==> config.mk <==
export PLATFORM = sky130hd
export DESIGN_NAME = inst_fetch
export DESIGN_NICKNAME = d
export VERILOG_FILES = /design/src/rtl/inst_fetch_pkg.sv /design/src/rtl/inst_fetch_fifo.sv /design/src/rtl/inst_fetch.sv
export SDC_FILE = /design/constraint.sdc
export NUM_CORES = 1
export LEC_CHECK = 0
export CAP_MARGIN = 40
export CORE_MARGIN = 2
export CORE_UTILIZATION = 48
export DETAILED_ROUTE_END_ITERATION = 6
export PLACE_DENSITY = 0.77
export RECOVER_POWER = 50
export SLEW_MARGIN = 5
export SYNTH_ARGS = -nofsm -noshare
export SYNTH_HDL_FRONTEND = slang
export SYNTH_HIERARCHICAL = 1
export SYNTH_SLANG_ARGS = --single-unit
==> constraint.sdc <==
create_clock -name clk -period 4.5 [get_ports clk]
set_input_delay 0.675 -clock clk [delete_from_list [all_inputs] [get_ports clk]]
set_output_delay 0.675 -clock clk [all_outputs]
set_load 0.01 [all_outputs]
==> src/rtl/inst_fetch_pkg.sv <==
// Shared constants and types for the instruction fetch stage.
package inst_fetch_pkg;

    localparam int xlen = 32;

    // Instruction handed to the decoder while nothing has been fetched yet.
    localparam logic [xlen-1:0] nop_inst = 32'h0000_0013;

    // Sequential fetch increment (one 32-bit word).
    localparam logic [xlen-1:0] pc_step = 32'd4;

    // One buffered instruction together with the PC it was fetched from.
    typedef struct packed {
        logic [xlen-1:0] inst;
        logic [xlen-1:0] pc;
    } fetch_bundle_t;

    // Request side of the instruction memory port.
    typedef struct packed {
        logic            req;
        logic [xlen-1:0] addr;
    } mem_req_t;

    // Clears the byte offset so every fetch address is word aligned.
    function automatic logic [xlen-1:0] word_align(input logic [xlen-1:0] addr);
        return {addr[xlen-1:2], 2'b00};
    endfunction

endpackage

==> src/rtl/inst_fetch_fifo.sv <==
// Small fetch buffer holding {inst, pc} bundles. Depth must be a power of
// two so the read/write pointers wrap on their own.
module inst_fetch_fifo
    import inst_fetch_pkg::*;
#(
    parameter int depth = 2
) (
    input  logic                     clk,
    input  logic                     rst,
    input  logic                     push,
    input  fetch_bundle_t            push_data,
    input  logic                     pop,
    input  logic                     flush,
    output logic                     full,
    output logic                     empty,
    output logic [$clog2(depth):0]   count,
    output fetch_bundle_t            head
);

    localparam int              aw      = $clog2(depth);
    localparam logic [aw:0]     depth_c = (aw + 1)'(depth);
    localparam logic [aw:0]     cnt_one = (aw + 1)'(1);

    fetch_bundle_t   store [depth];
    logic [aw-1:0]   rd_ptr;
    logic [aw-1:0]   wr_ptr;
    logic            do_push;
    logic            do_pop;

    assign empty   = (count == '0);
    assign full    = (count == depth_c);
    assign do_pop  = pop && !empty;
    // A full buffer can still take a word when the head leaves in the same cycle.
    assign do_push = push && (!full || do_pop);
    assign head    = store[rd_ptr];

    // Storage, pointers and occupancy; flush empties the buffer on the next edge.
    always_ff @(posedge clk or posedge rst) begin
        if (rst) begin
            for (int i = 0; i < depth; i++) begin
                store[i] <= '{inst: nop_inst, pc: '0};
            end
            rd_ptr <= '0;
            wr_ptr <= '0;
            count  <= '0;
        end else if (flush) begin
            rd_ptr <= '0;
            wr_ptr <= '0;
            count  <= '0;
        end else begin
            if (do_push) begin
                store[wr_ptr] <= push_data;
                wr_ptr        <= wr_ptr + 1'b1;
            end
            if (do_pop) begin
                rd_ptr <= rd_ptr + 1'b1;
            end
            unique case ({do_push, do_pop})
                2'b10:   count <= count + cnt_one;
                2'b01:   count <= count - cnt_one;
                default: count <= count;
            endcase
        end
    end

endmodule

==> src/rtl/inst_fetch.sv <==
// Instruction fetch stage: issues sequential in-order fetches, buffers the
// returned words with their PC and presents them to the decoder. Branch
// redirects kill in-flight fetches and pulse the decoder flush.
//
// Handshake (decoder side): valid/inst/cur_pc only change after a transfer
// (valid && ready at a rising edge), a redirect, or reset; while valid=1 and
// ready=0 the word is held stable. Memory side: mem_req/mem_addr stay put
// until mem_gnt is seen with mem_req=1; responses arrive in request order.
module inst_fetch
    import inst_fetch_pkg::*;
#(
    parameter logic [xlen-1:0] reset_pc   = '0,
    parameter int              fifo_depth = 2
) (
    input  logic            clk,
    input  logic            rst,
    output logic            mem_req,
    output logic [xlen-1:0] mem_addr,
    input  logic            mem_gnt,
    input  logic            mem_rvalid,
    input  logic [xlen-1:0] mem_rdata,
    input  logic            redirect,
    input  logic [xlen-1:0] redirect_pc,
    output logic            valid,
    input  logic            ready,
    output logic [xlen-1:0] inst,
    output logic [xlen-1:0] cur_pc,
    output logic            flush_pipe,
    output logic            misalign
);

    localparam int            cw       = $clog2(fifo_depth) + 1;
    localparam logic [cw:0]   depth_cu = (cw + 1)'(fifo_depth);

    logic [xlen-1:0] fetch_pc;
    logic [xlen-1:0] resp_pc;
    logic [cw-1:0]   outstanding;
    logic [cw-1:0]   outstanding_next;
    logic [cw-1:0]   discard;
    logic [cw:0]     in_use;

    logic            fifo_full;
    logic            fifo_empty;
    logic [cw-1:0]   fifo_count;
    fetch_bundle_t   fifo_head;
    fetch_bundle_t   push_bundle;
    logic            fifo_push;
    logic            pop;
    logic            grant;
    mem_req_t        req_bus;

    // Head transfer to the decoder; a redirect flushes instead of popping.
    assign pop = !fifo_empty && ready && !redirect;

    // Slots already claimed by in-flight fetches and buffered words. The word
    // leaving this cycle frees its slot early so a 1-cycle memory streams at
    // one instruction per cycle with only two entries.
    assign in_use = {1'b0, outstanding} + {1'b0, fifo_count} - {{cw{1'b0}}, pop};

    assign req_bus.req  = !rst && !redirect && (in_use < depth_cu);
    assign req_bus.addr = fetch_pc;
    assign mem_req      = req_bus.req;
    assign mem_addr     = req_bus.addr;
    assign grant        = req_bus.req && mem_gnt;

    assign outstanding_next = outstanding + {{(cw-1){1'b0}}, grant}
                                          - {{(cw-1){1'b0}}, mem_rvalid};

    // Responses still owed to a killed fetch stream are dropped, never buffered.
    assign fifo_push   = mem_rvalid && !redirect && (discard == '0);
    assign push_bundle = '{inst: mem_rdata, pc: resp_pc};

    inst_fetch_fifo #(
        .depth (fifo_depth)
    ) u_fifo (
        .clk       (clk),
        .rst       (rst),
        .push      (fifo_push),
        .push_data (push_bundle),
        .pop       (pop),
        .flush     (redirect),
        .full      (fifo_full),
        .empty     (fifo_empty),
        .count     (fifo_count),
        .head      (fifo_head)
    );

    assign valid  = !fifo_empty;
    assign inst   = fifo_head.inst;
    assign cur_pc = fifo_head.pc;

    // PC tracking, in-flight accounting and the one-cycle redirect pulses.
    always_ff @(posedge clk or posedge rst) begin
        if (rst) begin
            fetch_pc    <= reset_pc;
            resp_pc     <= reset_pc;
            outstanding <= '0;
            discard     <= '0;
            flush_pipe  <= 1'b0;
            misalign    <= 1'b0;
        end else begin
            flush_pipe  <= redirect;
            misalign    <= redirect && (redirect_pc[1:0] != 2'b00);
            outstanding <= outstanding_next;
            if (redirect) begin
                // Every fetch still in flight belongs to the old stream.
                fetch_pc <= word_align(redirect_pc);
                resp_pc  <= word_align(redirect_pc);
                discard  <= outstanding_next;
            end else begin
                if (grant) begin
                    fetch_pc <= fetch_pc + pc_step;
                end
                if (mem_rvalid) begin
                    if (discard != '0) begin
                        discard <= discard - {{(cw-1){1'b0}}, 1'b1};
                    end else begin
                        resp_pc <= resp_pc + pc_step;
                    end
                end
            end
        end
    end

    // The credit scheme must keep the buffer from ever overflowing.
    no_overflow: assert property (@(posedge clk) disable iff (rst)
        !(fifo_push && fifo_full && !pop));

endmodule

==> impl_metrics.csv, run 1 <==
group,metric,value,unit
pwr,power_per_cell_area,527,nW/um^2
setup_path,endpoint_kind,"primary output",
timing,hold_viol,0,
route,drt-pass1-iter-count,4,
clock_network,hold_buffers,0,
route,avgViaCountPerCell,5.60,
yosys,yosys.cell_types.count,53,
place,place_inst,1200,
place,numPortBuffers,167,
setup_path,worst-endpoint-arrival,3270,ps
setup_path,path_max_fanout,7,
clock_network,clock_latency_at_the_later_pin_of_the_worst_skew_pair,430,ps
timing,finClkSkew,8.52,ps
route,wl_per_instance,18.0,um
clock_network,max_clock_buf_depth,2,
route,drc_viols,0,
timing,rsz0062_at_grt,"no",
route,drtIter0Drc,401,
hold_path,hold_path.class,"flop to flop",
timing,achievable-frequency,0.253,GHz
yosys,average_size_of_a_mapped_cell,12.3,um^2
route,routed-via-count,6896,
floorplan,fp.dieW,146,um
yosys,async_flop_share,1.00,
setup_path,setup_cp_type,"primary input to primary output",
flow_run,max_cap_violations,2,
layout,num_antenna_cells,0,
layout,layout.cells.non_filler,1232,
timing,finalMaxSlewViolations,135,
yosys,post-synth-top-area-fraction,0.496,
setup_path,r2r_slack,1010,ps
pwr,static-leakage-power,5.38,nW
setup_path,worstPathRequired,3830,ps
route,final_antenna_net_count,0,
pwr,peakVddDrop,272,uV
timing,worst_slack,553,ps
clock_network,cts.sinks,198,
setup_path,critPathSlowestCell,"clkdlybuf4s50_1",
timing,fin_crit,3950,ps
floorplan,floorplan.die_area,21300,um^2
status,status,"finished with violations",
grt,gr-total-overflow,0,
clock_network,cts_tree,"done",
floorplan,fp.dieH,146,um
place,globalplace.congestion,0.881,
floorplan,num_rows,51,
layout,post-route-util,0.623,
timing,timing.slew.headroom,-0.0995,
layout,layout.cells.most_common,"dfrtp_1",
clock_network,post_cts_resized,0,
grt,first_global_vias,6937,
setup_path,startpoint_type,"primary input",
layout,post_route_cells_drive_above_1_share,0.264,
yosys,synth-edff-count,0,
layout,area_delta_synth_final,26.5,%
clock_network,cts-buffers-inserted,17,
yosys,dominantRegCellSynth,"dfrtp_1",
status,failed_checks,"capacitance limit, slew limit",
layout,nets,1032,
floorplan,starting_density_of_the_core,0.493,
yosys,ys_seq_area_frac,0.512,
place,place_worst_setup_slack,501,ps
yosys,synth_cells,788,
timing,min_period_over_period,0.877,
route,wirelength,22200,um
floorplan,core_area,19700,um^2
yosys,synth_top_cell_by_area,"dfrtp_1",
grt,antenna_found_initial,0,
yosys,synth_warnings,6,
clock_network,clkTransAtPathRegs,70,ps
timing,holdWs,503,ps
yosys,syn_area,9690,um^2
timing,setup_total_negative_slack,0,ps
clock_network,post-cts-setup-buffer-count,0,
setup_path,crit_chain,"dlygate4sd3_1 -> and3_1 -> ha_1 -> nand2b_1 -> fa_1 -> xor2_1 -> and4_1 -> clkdlybuf4s50_1",
yosys,synth.top_cells.by_area,"dfrtp_1 (50%), mux2_2 (17%), mux2_4 (7.6%)",
grt,grt_max_degree,74,
layout,mostFrequentLayoutCells,"dfrtp_1 (191), mux2_2 (145), clkdlybuf4s50_1 (143), nand2_1 (62), mux2_4 (49)",
place,dp_hpwl,14900,um
clock_network,clock_tree.root_cell,"clkbuf_16",
yosys,postSynthRegisterBits,198,
clock_network,htreeDepth,4,
grt,grt_pass1_wl,36800,um
setup_path,critPathMaxStageDelay,540,ps
timing,max_slew.worst_pin.slew,1650,ps
grt,grt_use_total,0.214,
timing,finalSetupViolCount,0,
floorplan,pin_count,170,
[sequential cells by signal, indices dropped and copies added, names as in the netlist]
name	flops
discard	2
flush_pipe	1
mem_addr	30
misalign	1
outstanding	2
resp_pc	30
u_fifo/count	2
u_fifo/rd_ptr	1
u_fifo/store	128
u_fifo/wr_ptr	1
[where the power goes]
part	leakage, nW	internal, mW	switching [mW]
logic	2.57	1.36	0.774
clock network	0.314	0.991	0.685
registers	2.50	2.31	0.339
total	5.38	4.66	1.80
[cell usage after synthesis, types with 6 or more instances]
cell,number
o211ai_1,16
nand4_1,26
a21oi_1,12
ha_1,7
nor3_1,7
nand3_1,29
nor2_1,23
mux2_4,49
o311ai_0,8
clkbuf_1,21
buf_2,9
nand2_1,62
buf_6,6
dfrtp_1,192
inv_1,20
o21ai_0,44
dfstp_2,6
mux2_2,145
xor2_1,25
xnor2_1,10
and3_1,9
[final timing paths]
kind / start / to / cells after the start
max reg2reg: u_fifo/count[1]$_DFFE_PP0P_ / mem_addr[22]$_DFFE_PP0P_ / 12
min reg2reg: u_fifo/store[116]$_DFFE_PP0P_ / u_fifo/store[116]$_DFFE_PP0P_ / 1
min in group asynchronous: rst / u_fifo/wr_ptr$_DFFE_PP0P_ / 2
max: ready / mem_req / 8
max in group asynchronous: rst / u_fifo/store[110]$_DFFE_PP0P_ / 4
min: u_fifo/store[116]$_DFFE_PP0P_ / u_fifo/store[116]$_DFFE_PP0P_ / 1
[area by class of cell]
type | count | area [um^2]
multi-input cells | 533 | 4440
clock inverters | 15 | 224
clock buffers | 17 | 425
repair buffers | 183 | 1790
fillers | 1587 | 7400
well taps | 265 | 332
flip-flops and latches | 198 | 4960
inverters | 21 | 80.1
[per-layer routing]
layer | up-vias | share of wire | wire length (um) | GRT usage
li1 | 3159 | - | - | -
met1 | 3457 | 0.49 | 10800 | 0.318
met2 | 262 | 0.45 | 9880 | 0.321
met3 | 18 | 0.059 | 1300 | 0.0456
met4 | 0 | 0.0094 | 208 | 0.0534
met5 | - | 0 | 0 | 0
[critical path, delay by kind of cell]
kind | cells | cell delay (ps)
buffers and inverters | 2 | 1060
xor gates and xnor gates | 1 | 210
adders and majority gates | 2 | 650
and+or+nand+nor | 3 | 680
[metrics by stage]
stage,cell area [um^2],power [mW]
after floorplan,9710,3.85
after global placement,11600,4.76
after detailed placement,11600,4.83
final,12300,6.46
after CTS,12300,6.53
after global routing,12300,6.80
[cells by family after synthesis]
family,after synthesis,synth area share
muxes,196,0.247
DFF,198,0.512
other,1,0.000387
AOI/OAI and AO/OA,94,0.0601
buffers and inverters,62,0.0320
adders and majority gates,8,0.0111
xor gates and xnor gates,35,0.0316
and+or+nand+nor,194,0.106
(Power assumes the default switching activity.)
==> run 2, diff against run 1 <==
Settings changed: SETUP_SLACK_MARGIN set to 0.2.
==> results of run 2 <==
Same layout as run 1: the final DEF is identical, and so are final timing and power.
==> run 3, diff against run 2 <==
Settings changed: CELL_PAD_IN_SITES_DETAIL_PLACEMENT set to 1, CELL_PAD_IN_SITES_GLOBAL_PLACEMENT set to 1, CORE_UTILIZATION 48 to 39, PLACE_DENSITY 0.77 to unset, PLACE_DENSITY_LB_ADDON set to 0.1.
==> run 3 against run 2 <==
Sequential power about the same. Critical endpoint unchanged. Non-clock buffer count decreased by 1. Highest routed layer unchanged. The flow still finishes with violations (capacitance limit, slew limit). Clock power decreased by 10%.
==> impl_metrics.csv, run 3 (same netlist as run 1, synthesis figures left out) <==
group,metric,value,unit
setup_path,crit-reg2reg-capture,"mem_addr[15]$_DFFE_PP0P_",
clock_network,cts.sinks,198,
floorplan,starting_density_of_the_core,0.398,
pwr,peakVddDrop,191,uV
route,final_antenna_net_count,0,
timing,fin_crit,3940,ps
layout,num_antenna_cells,0,
clock_network,cts-buffers-inserted,17,
grt,grt_use_total,0.203,
grt,first_global_vias,7641,
clock_network,clock_tree.root_cell,"clkbuf_16",
flow_run,max_cap_violations,1,
layout,post_route_cells_drive_above_1_share,0.264,
grt,grtUsageMet1,0.278,
setup_path,setup_cp_type,"primary input to primary output",
place,dp_hpwl,18100,um
layout,nets,1031,
setup_path,endpoint_kind,"primary output",
floorplan,pin_count,170,
layout,largest_register,"u_fifo/store",
setup_path,path_max_fanout,7,
timing,finalMaxSlewViolations,63,
clock_network,post_cts_resized,0,
floorplan,fp.dieW,162,um
hold_path,min_from,"u_fifo/store[23]$_DFFE_PP0P_",
clock_network,max_clock_buf_depth,2,
place,numPortBuffers,167,
grt,global_route_hottest_layer,"met2",
route,wirelength,25800,um
route,drc_viols,0,
floorplan,num_rows,57,
timing,achievable-frequency,0.254,GHz
place,globalplace.congestion,0.860,
clock_network,htreeDepth,4,
timing,max_slew.worst_pin.slew,2830,ps
timing,min_period_over_period,0.875,
route,avgViaCountPerCell,5.32,
hold_path,min_to,"u_fifo/store[23]$_DFFE_PP0P_",
layout,largest_reg_flops,128,
setup_path,worstPathRequired,3830,ps
route,drtIter0Drc,359,
route,drt-pass1-iter-count,4,
grt,grtUsageMet3,0.0403,
route,routed-via-count,6862,
setup_path,worst-endpoint-arrival,3260,ps
timing,finalSetupViolCount,0,
hold_path,timing.hold.worst_path_depth,1,
grt,gr-usage-met2,0.331,
timing,hold_viol,0,
setup_path,rr_worst_depth,13,
hold_path,hold_path.class,"flop to flop",
pwr,power_per_cell_area,519,nW/um^2
status,failed_checks,"capacitance limit, slew limit",
setup_path,r2r_slack,820,ps
timing,setup_total_negative_slack,0,ps
timing,timing.slew.headroom,-0.899,
pwr,static-leakage-power,5.35,nW
floorplan,core_area,24300,um^2
grt,antenna_found_initial,0,
timing,finClkSkew,20.4,ps
layout,post-route-util,0.504,
layout,area_delta_synth_final,26.5,%
timing,rsz0062_at_grt,"no",
clock_network,clkTransAtPathRegs,70,ps
floorplan,fp.dieH,162,um
grt,grt_max_degree,74,
grt,grt_pass1_wl,41900,um
setup_path,startpoint_type,"primary input",
clock_network,clock_latency_at_the_later_pin_of_the_worst_skew_pair,430,ps
clock_network,cts_tree,"done",
clock_network,hold_buffers,0,
setup_path,worst_r2r_startpoint,"u_fifo/count[1]$_DFFE_PP0P_",
route,wl_per_instance,20.0,um
layout,layout.cells.most_common,"dfrtp_1",
floorplan,floorplan.die_area,26100,um^2
status,status,"finished with violations",
clock_network,post-cts-setup-buffer-count,0,
grt,gr-total-overflow,0,
layout,mostFrequentLayoutCells,"dfrtp_1 (191), mux2_2 (145), clkdlybuf4s50_1 (143), nand2_1 (62), mux2_4 (49)",
run 3: layer usage:
metal  share of wire  vias to the layer above  wire, um
li1                -                     3142         -
met1            0.46                     3539     12000
met2            0.49                      161     12600
met3           0.038                       20       971
met4           0.011                        0       287
met5               0                        -         0
run 3: power by group:
group	switching, mW	internal, mW
clock	0.709	0.800
combinational	0.818	1.36
sequential	0.360	2.31
run 3: critical path: stages:
cell,delay (ps)
clkdlybuf4s50_1,460
and3_1,300
ha_1,280
nand2b_1,150
fa_1,380
xor2_1,220
and4_1,240
clkdlybuf4s50_1,550
run 3: area by class of cell:
type                    instances  area (um^2)
flip-flops and latches        198         4960
clock inverters                13          140
well taps                     324          405
inverters                      21         80.1
repair buffers                182         1790
multi-input cells             533         4440
fillers                      2528        12100
clock buffers                  19          443
run 3: stage by stage:
| stage | power, mW | setup slack (ps) | std cells | area [um^2] | hold slack [ps] |
|---|---|---|---|---|---|
| CTS | 6.47 | 566 | 1290 | 12300 | 510 |
| global placement | 4.78 | 567 | 1257 | 11700 | 483 |
| finish | 6.36 | 564 | 1290 | 12300 | 505 |
| floorplan | 3.85 | 272 | 793 | 9710 | 475 |
| global route | 6.74 | 271 | 1290 | 12300 | 522 |
| detailed placement | 4.91 | 316 | 1258 | 11700 | 491 |
run 3: worst max-delay path by stage:
stage,startpoint,to,slack [ps],cells after the start
after global routing,rst,u_fifo/store[89]$_DFFE_PP0P_,270,3
after floorplan,redirect,discard[1]$_DFFE_PP0P_,270,18
after global placement,ready,mem_addr[8]$_DFFE_PP0P_,570,12
after detailed placement,ready,mem_addr[15]$_DFFE_PP0P_,320,12
after CTS,ready,mem_req,570,8
final,ready,mem_req,560,8
